===== src/rtl/fc_argmax_classifier.sv =====
// fc_argmax_classifier: argmax over one frame of signed class scores.
// Scores arrive as a valid/ready stream, one class per beat, in index order.
// The result is held in DONE until the consumer accepts it.
//
// Optional feature macro: FC_ARGMAX_SCORE_EN adds the max_score output.
//
// Ports:
//   clk, reset    rising-edge clock; asynchronous active-low reset
//   enable        start pulse, only sampled in IDLE
//   in_valid/in_ready/in_data/in_last   score stream (signed DATA_W)
//   out_ready     consumer accepts the held result
//   class_valid   result held valid
//   class_idx     index of the maximum score
//   finished      one-cycle pulse on entry to DONE
//   frame_err     frame length / in_last mismatch, sticky until next start
//   busy          high in COLLECT or DONE
//   max_score     winning score (FC_ARGMAX_SCORE_EN only)
module fc_argmax_classifier #(
   parameter int unsigned NUM_CLASSES = 10,
   parameter int unsigned DATA_W      = 16,
   parameter int unsigned IDX_W       = $clog2(NUM_CLASSES)
) (
   input  logic                     clk,
   input  logic                     reset,
   input  logic                     enable,
   input  logic                     in_valid,
   output logic                     in_ready,
   input  logic signed [DATA_W-1:0] in_data,
   input  logic                     in_last,
   input  logic                     out_ready,
   output logic                     class_valid,
   output logic [IDX_W-1:0]         class_idx,
   output logic                     finished,
   output logic                     frame_err,
   output logic                     busy
`ifdef FC_ARGMAX_SCORE_EN
   ,
   output logic signed [DATA_W-1:0] max_score
`endif
);

   localparam logic [IDX_W-1:0]         LAST_CNT = IDX_W'(NUM_CLASSES - 1);
   localparam logic signed [DATA_W-1:0] MOST_NEG = {1'b1, {(DATA_W-1){1'b0}}};

   typedef enum logic [1:0] {
      IDLE    = 2'd0,
      COLLECT = 2'd1,
      DONE    = 2'd2
   } state_t;

   state_t                     state_q, state_d;
   logic [IDX_W-1:0]           cnt_q, cnt_d;
   logic signed [DATA_W-1:0]   max_q, max_d;
   logic [IDX_W-1:0]           idx_q, idx_d;
   logic [IDX_W-1:0]           class_idx_d;
   logic                       frame_err_d, in_ready_d, class_valid_d, finished_d, busy_d;
   logic signed [DATA_W-1:0]   beat_max;
   logic [IDX_W-1:0]           beat_idx;
`ifdef FC_ARGMAX_SCORE_EN
   logic signed [DATA_W-1:0]   max_score_d;
`endif

   // State register
   always_ff @(posedge clk or negedge reset) begin
      if (!reset) state_q <= IDLE;
      else        state_q <= state_d;
   end

   // Next-state, running compare and registered-output next values
   always_comb begin
      state_d       = state_q;
      cnt_d         = cnt_q;
      max_d         = max_q;
      idx_d         = idx_q;
      class_idx_d   = class_idx;
      frame_err_d   = frame_err;
      in_ready_d    = in_ready;
      class_valid_d = class_valid;
      finished_d    = 1'b0;
      busy_d        = busy;
      beat_max      = max_q;
      beat_idx      = idx_q;
`ifdef FC_ARGMAX_SCORE_EN
      max_score_d   = max_score;
`endif
      case (state_q)
         IDLE: begin
            if (enable) begin
               state_d     = COLLECT;
               frame_err_d = 1'b0;
               cnt_d       = '0;
               max_d       = MOST_NEG;
               in_ready_d  = 1'b1;
               busy_d      = 1'b1;
            end
         end
         COLLECT: begin
            if (in_valid && in_ready) begin
               // First beat loads unconditionally; later beats win only when strictly greater
               if (cnt_q == '0) begin
                  beat_max = in_data;
                  beat_idx = '0;
               end else if (in_data > max_q) begin
                  beat_max = in_data;
                  beat_idx = cnt_q;
               end
               max_d = beat_max;
               idx_d = beat_idx;
               if (in_last || (cnt_q == LAST_CNT)) begin
                  state_d       = DONE;
                  in_ready_d    = 1'b0;
                  class_valid_d = 1'b1;
                  finished_d    = 1'b1;
                  // Error unless the full-length beat is also the marked last one
                  frame_err_d   = (cnt_q == LAST_CNT) ? !in_last : 1'b1;
                  class_idx_d   = beat_idx;
`ifdef FC_ARGMAX_SCORE_EN
                  max_score_d   = beat_max;
`endif
               end else begin
                  cnt_d = cnt_q + IDX_W'(1);
               end
            end
         end
         DONE: begin
            if (out_ready) begin
               state_d       = IDLE;
               class_valid_d = 1'b0;
               busy_d        = 1'b0;
            end
         end
         default: begin
            state_d = IDLE;
         end
      endcase
   end

   // Datapath and output registers
   always_ff @(posedge clk or negedge reset) begin
      if (!reset) begin
         cnt_q       <= '0;
         max_q       <= MOST_NEG;
         idx_q       <= '0;
         class_idx   <= '0;
         frame_err   <= 1'b0;
         in_ready    <= 1'b0;
         class_valid <= 1'b0;
         finished    <= 1'b0;
         busy        <= 1'b0;
`ifdef FC_ARGMAX_SCORE_EN
         max_score   <= '0;
`endif
      end else begin
         cnt_q       <= cnt_d;
         max_q       <= max_d;
         idx_q       <= idx_d;
         class_idx   <= class_idx_d;
         frame_err   <= frame_err_d;
         in_ready    <= in_ready_d;
         class_valid <= class_valid_d;
         finished    <= finished_d;
         busy        <= busy_d;
`ifdef FC_ARGMAX_SCORE_EN
         max_score   <= max_score_d;
`endif
      end
   end

endmodule


===== config.mk =====
export PLATFORM = sky130hd
export DESIGN_NAME = fc_argmax_classifier
export DESIGN_NICKNAME = d
export VERILOG_FILES = /design/src/rtl/fc_argmax_classifier.sv
export SDC_FILE = /design/constraint.sdc
export NUM_CORES = 1
export LEC_CHECK = 0
export BUFFER_PORTS_ARGS = -buffer_cell sky130_fd_sc_hd__buf_2
export CAP_MARGIN = 10
export CORE_MARGIN = 2
export CORE_UTILIZATION = 45
export DETAILED_ROUTE_END_ITERATION = 7
export PLACE_DENSITY_LB_ADDON = 0.25
export SETUP_SLACK_MARGIN = 0.15
export SLEW_MARGIN = 0
export SYNTH_ARGS = -nofsm -noshare
export SYNTH_HDL_FRONTEND = slang
export SYNTH_SLANG_ARGS = --single-unit

===== constraint.sdc =====
create_clock -name clk -period 5.49 [get_ports clk]
set_input_delay 0.549 -clock clk [delete_from_list [all_inputs] [get_ports clk]]
set_output_delay 0.549 -clock clk [all_outputs]
set_load 0.005 [all_outputs]

==> metrics, run 1 <==
vias in the first global route=1491; Clock Sink Count=35; share of layout cells above drive strength 1=19.5%; top cell family by delay on the critical path=compound AO/OA/AOI/OAI gates; Register Area=877 um^2; I/O Buffers=30; DRT Wirelength=3.71 mm; commonest non-fill, non-tap cell in the layout=dfrtp_1; Residual DRC=0; CP required=5700 ps; total track usage=17.3%; cts-stage hold buffer count=0; drt via density=5.35; area delta synth->final=13.6%; # IOs=31; Worst path slowest cell=o31ai_4; first-pass GRT wire length=6.62 mm; placed wire-length estimate=2.81 mm; FF-to-FF Start=max_q[1]; clk_skew=12.8 ps; Seq/Total Area, Yosys=45.3%; Post-Synthesis Cell Area=0.00194 mm^2; WS Path Type=reg2reg; CTS buffer count=5; Mapped Cells=185; core area=0.00406 mm^2; # rows=23; WP data arrival=3200 ps; die height=69.6 um; final hold viol count=0; Pleak=1.07 nW; asr flop ratio synth=100%; Slew Limit Fails=0; CP Max Fanout=16; Power Density=498 mW/mm^2; drt first-iter violations=28; post-synth net total=226; Least-Margin Pin Slew=755 ps; Layout fillers=356; worst r2r path cells=9; number of synthesized flops with an enable pin=0; unrepaired setup endpoints after global routing=false; Yosys warnings=0; CTS H-tree depth=2; fmax=334 MHz; Die Wd=69.6 um; HP Class=in2async; worst skew pair latency=290 ps; Final setup viols=0; Final ANT Viol Nets=0; Cells after DPL=262; CP endpoint kind=register; crit-path cells=inv_1 > ha_1 > nor2b_1 > o211ai_1 > a2111oi_2 > a2111oi_1 > mux2_2 > o31ai_4 > a22o_1; syn avg cell area=10.5 um^2; non-filler instance count after layout=270; Clock transition at path regs=80 ps; gpl congestion=0.784; Initial Utilization=47.7%; maximum vdd drop=0.000250 V; flops & latches, synth=35; post-synthesis cell type count=35; max-slew headroom at the worst pin=49.6%; largest net degree at the start of global routing=36; die area=0.00484 mm^2; Final Critical Period=2990 ps; Critical Path Source Type=register; initial antenna violation count=0; total negative slack=0 ps; reg2reg end=max_q[14]; Synth Flop Type=dfrtp_1; vias=1445; most frequent cells in the layout=dfrtp_1, buf_2, inv_1; DR pass1 iterations=4; CP max stage delay=670 ps; Setup Buffers After CTS=0; root buffer cell=clkbuf_8; TritonCTS clock tree=yes; # nets final=260; Max Buffers Root-to-Sink=2; Overflow after GRT=0; run status=finished clean; number of antenna diodes=0; Max Cap Violations=0; buffers and inverters on the worst path=1; R2R Setup Slk=2500 ps; post-CTS sizing=0; average wire per standard cell=13.7 um; total power=1.10 mW; fin crit share=54.5%; multi-input logic area=942 um^2
registers in the layout, summed over array words and instances, names as in the netlist:
register     cells
max_q           16
class_valid      1
state_q          2
frame_err        1
busy             1
in_ready         1
class_idx        4
finished         1
idx_q            4
cnt_q            4
through the flow:
stage                     worst slack, ps  utilization, %  hold slack, ps  instance area [um^2]
after floorplan                      2660               -             253                  1940
after global placement               2290            52.1             467                  2110
after detailed placement             2210            52.1             469                  2110
after CTS                            2460            54.2             348                  2200
after global routing                 2290            54.2             385                  2200
final                                2500            54.2             324                  2200
kinds of logic after synthesis:
family	after synthesis	share of synthesized area, %
adder cells (fa/ha/maj)	19	12.3
XOR/XNOR	3	1.36
AO/OA/AOI/OAI	55	21.2
AND/OR/NAND/NOR	44	11.7
multiplexers	4	2.13
buffers and inverters	25	6.01
flip-flops	35	45.3
power by group:
part | total, mW | leakage [nW] | switching [mW] | internal [mW]
Sequential | 0.436 | 0.449 | 0.0711 | 0.365
Clock | 0.181 | 0.0412 | 0.0923 | 0.0886
Combinational | 0.478 | 0.584 | 0.266 | 0.213
Total | 1.10 | 1.07 | 0.429 | 0.666
worst max path at each step:
stage                 to  cells after the start  startpoint  slack [ps]
2_1_floorplan  max_q[10]                     10  in_data[1]        2660
3_5_place_dp    max_q[6]                      9  in_data[1]        2210
6_report       max_q[14]                      9    max_q[1]        2500
3_3_place_gp    max_q[9]                      9  in_data[1]        2290
5_1_grt        max_q[14]                      9    max_q[1]        2290
4_1_cts        max_q[14]                      9    max_q[1]        2460
synthesized netlist by cell type, types with 3 or more instances:
library cell	instances	area (um^2)
nand2b_1	7	43.8
buf_6	3	33.8
inv_1	22	82.6
mux2i_1	3	30.0
a21oi_1	9	45.0
o21ai_0	12	60.1
a21o_1	3	22.5
nor2_1	10	37.5
a22o_1	17	149
nand2_1	10	37.5
nor2b_1	3	18.8
nand4_1	4	25.0
nand3_1	6	30.0
ha_1	19	238
dfrtp_1	34	851
per-layer routing:
metal,track usage (%),wire length [um]
met3,6.10,145
met5,0,0
met1,20.4,1730
met2,29.2,1810
met4,5.66,24
layout make-up:
class	count	area share (%)
clock buffers	6	3.30
clock inverters	2	0.569
inverters	22	3.75
multi-input cells	125	42.8
flip-flops and latches	35	39.9
well taps	50	2.84
repair buffers	30	6.83
(Power assumes the default switching activity.)
==> run 2, diff against run 1 <==
clock period = 2.5 ns   (was 5.49 ns; I/O delays follow)
==> metrics, run 2 (synthesis results as in run 1) <==
WS Path Type=reg2reg (unchanged); R2R Setup Slk=30 ps (was 2500 ps); die area=0.00484 mm^2 (unchanged); crit-path cells=inv_1 > ha_1 > nor2b_4 > o211ai_1 > a2111oi_4 > a2111oi_2 > mux2_4 > or3b_1 > a31oi_1 (was inv_1 > ha_1 > nor2b_1 > o211ai_1 > a2111oi_2 > a2111oi_1 > mux2_2 > o31ai_4 > a22o_1); drt via density=5.30 (was 5.35); CTS H-tree depth=2 (unchanged); vias=1464 (was 1445); run status=finished clean (unchanged); area delta synth->final=22.9% (was 13.6%); CP required=2710 ps (was 5700 ps); Pleak=1.15 nW (was 1.07 nW); CP Max Fanout=6 (was 16); worst r2r path cells=9 (unchanged); DR pass1 iterations=4 (unchanged); drt first-iter violations=52 (was 28); # rows=23 (unchanged); commonest non-fill, non-tap cell in the layout=dfrtp_1 (unchanged); vias in the first global route=1463 (was 1491); Max Cap Violations=0 (unchanged); Final Critical Period=2470 ps (was 2990 ps); # IOs=31 (unchanged); fin crit share=98.7% (was 54.5%); most frequent cells in the layout=dfrtp_1, buf_2, inv_1 (unchanged); fmax=405 MHz (was 334 MHz); top cell family by delay on the critical path=compound AO/OA/AOI/OAI gates (unchanged); Layout fillers=363 (was 356); unrepaired setup endpoints after global routing=true (was false); maximum vdd drop=0.000528 V (was 0.000250 V); Worst path slowest cell=or3b_1 (was o31ai_4); Final setup viols=0 (unchanged); Overflow after GRT=0 (unchanged); Critical Path Source Type=register (unchanged); core area=0.00406 mm^2 (unchanged); Post-DP Area=0.00217 mm^2 (was 0.00211 mm^2); DRT Wirelength=3.70 mm (was 3.71 mm); Largest register FFs=16 (unchanged); worst setup margin=33.3 ps (was 2500 ps); CTS buffer count=5 (unchanged); total track usage=17.0% (was 17.3%); die height=69.6 um (unchanged); Min Hold Slack=39.6 ps (was 324 ps); Slew Limit Fails=0 (unchanged); Final ANT Viol Nets=0 (unchanged); clk_skew=3.87 ps (was 12.8 ps); Residual DRC=0 (unchanged); largest net degree at the start of global routing=36 (unchanged); WP data arrival=2670 ps (was 3200 ps); Initial Utilization=47.7% (unchanged); Max Buffers Root-to-Sink=2 (unchanged); initial antenna violation count=0 (unchanged); utilization after layout=58.6% (was 54.2%); Final Cell Area=0.00238 mm^2 (was 0.00220 mm^2); CP endpoint kind=register (unchanged); HP Class=in2async (unchanged); placed wire-length estimate=2.69 mm (was 2.81 mm); share of layout cells above drive strength 1=25.7% (was 19.5%); number of antenna diodes=0 (unchanged); # nets final=266 (was 260); cts-stage hold buffer count=0 (unchanged); TritonCTS clock tree=yes (unchanged); buffers and inverters on the worst path=1 (unchanged); max-slew headroom at the worst pin=48.6% (was 49.6%); FF-to-FF Start=max_q[1] (unchanged); CP max stage delay=390 ps (was 670 ps); Least-Margin Pin Slew=771 ps (was 755 ps); average wire per standard cell=13.4 um (was 13.7 um); first-pass GRT wire length=6.58 mm (was 6.62 mm); gpl congestion=0.783 (was 0.784); Power Density=1170 mW/mm^2 (was 498 mW/mm^2); post-place setup slack=-14.4 ps (was 2210 ps); Die Wd=69.6 um (unchanged); Clock transition at path regs=70 ps (was 80 ps); worst skew pair latency=280 ps (was 290 ps); Clock Sink Count=35 (unchanged); final hold viol count=0 (unchanged); total negative slack=0 ps (unchanged); root buffer cell=clkbuf_8 (unchanged); reg2reg end=class_idx[3] (was max_q[14]); I/O Buffers=30 (unchanged); Reg with most FFs=max_q (unchanged)
## run 2: cell types whose count changed in the layout (fill, tap and decap cells not counted), sizes merged
cell,delta
clkinvlp,-1
bufinv,+1
buf,+6
## run 2: where the power goes
| part | switching, mW | total, mW | leakage, nW | internal, mW |
|---|---|---|---|---|
| clock network | 0.200 | 0.523 | 0.0612 | 0.322 |
| registers | 0.153 | 0.954 | 0.449 | 0.801 |
| logic | 0.679 | 1.31 | 0.636 | 0.633 |
| total | 1.03 | 2.79 | 1.15 | 1.76 |
## run 2: per-stage QoR
stage | instances | total power [mW]
after floorplan | 185 | 1.81
after global placement | 265 | 2.10
after detailed placement | 265 | 2.12
after CTS | 273 | 2.71
after global routing | 276 | 3.03
final | 276 | 2.79
## run 2: repair_timing
action,in CTS,in global routing
buffers inserted,0,3
gates resized for setup,5,12
endpoints found under the hold margin,0,0
setup endpoints to repair,24,24
pin swaps,1,4
## run 2: worst max-delay path by stage
stage	startpoint	end	cells past startpoint
final	max_q[1]	class_idx[3]	9
after global routing	max_q[1]	class_idx[3]	9
after CTS	max_q[1]	class_idx[3]	9
after detailed placement	max_q[1]	class_idx[3]	9
after global placement	max_q[1]	class_idx[3]	9
after floorplan	max_q[1]	max_q[10]	11
## run 2: metal layers
metal  track usage (%)  up-vias  routed length (um)
li1                  -      744                   -
met1              21.6      688                1820
met2              27.7       27                1670
met3              4.65        5                 160
met4              5.88        0                  50
met5                 0        -                   0
## run 2: final cells by class
class | instances | area [um^2] | area share (%)
clock inverter | 2 | 35.0 | 1.47
multi-input combinational | 125 | 1020 | 42.9
inverter | 22 | 82.6 | 3.47
timing repair buffer | 36 | 219 | 9.21
tap | 50 | 62.6 | 2.63
clock buffer | 6 | 82.6 | 3.47
sequential | 35 | 877 | 36.9
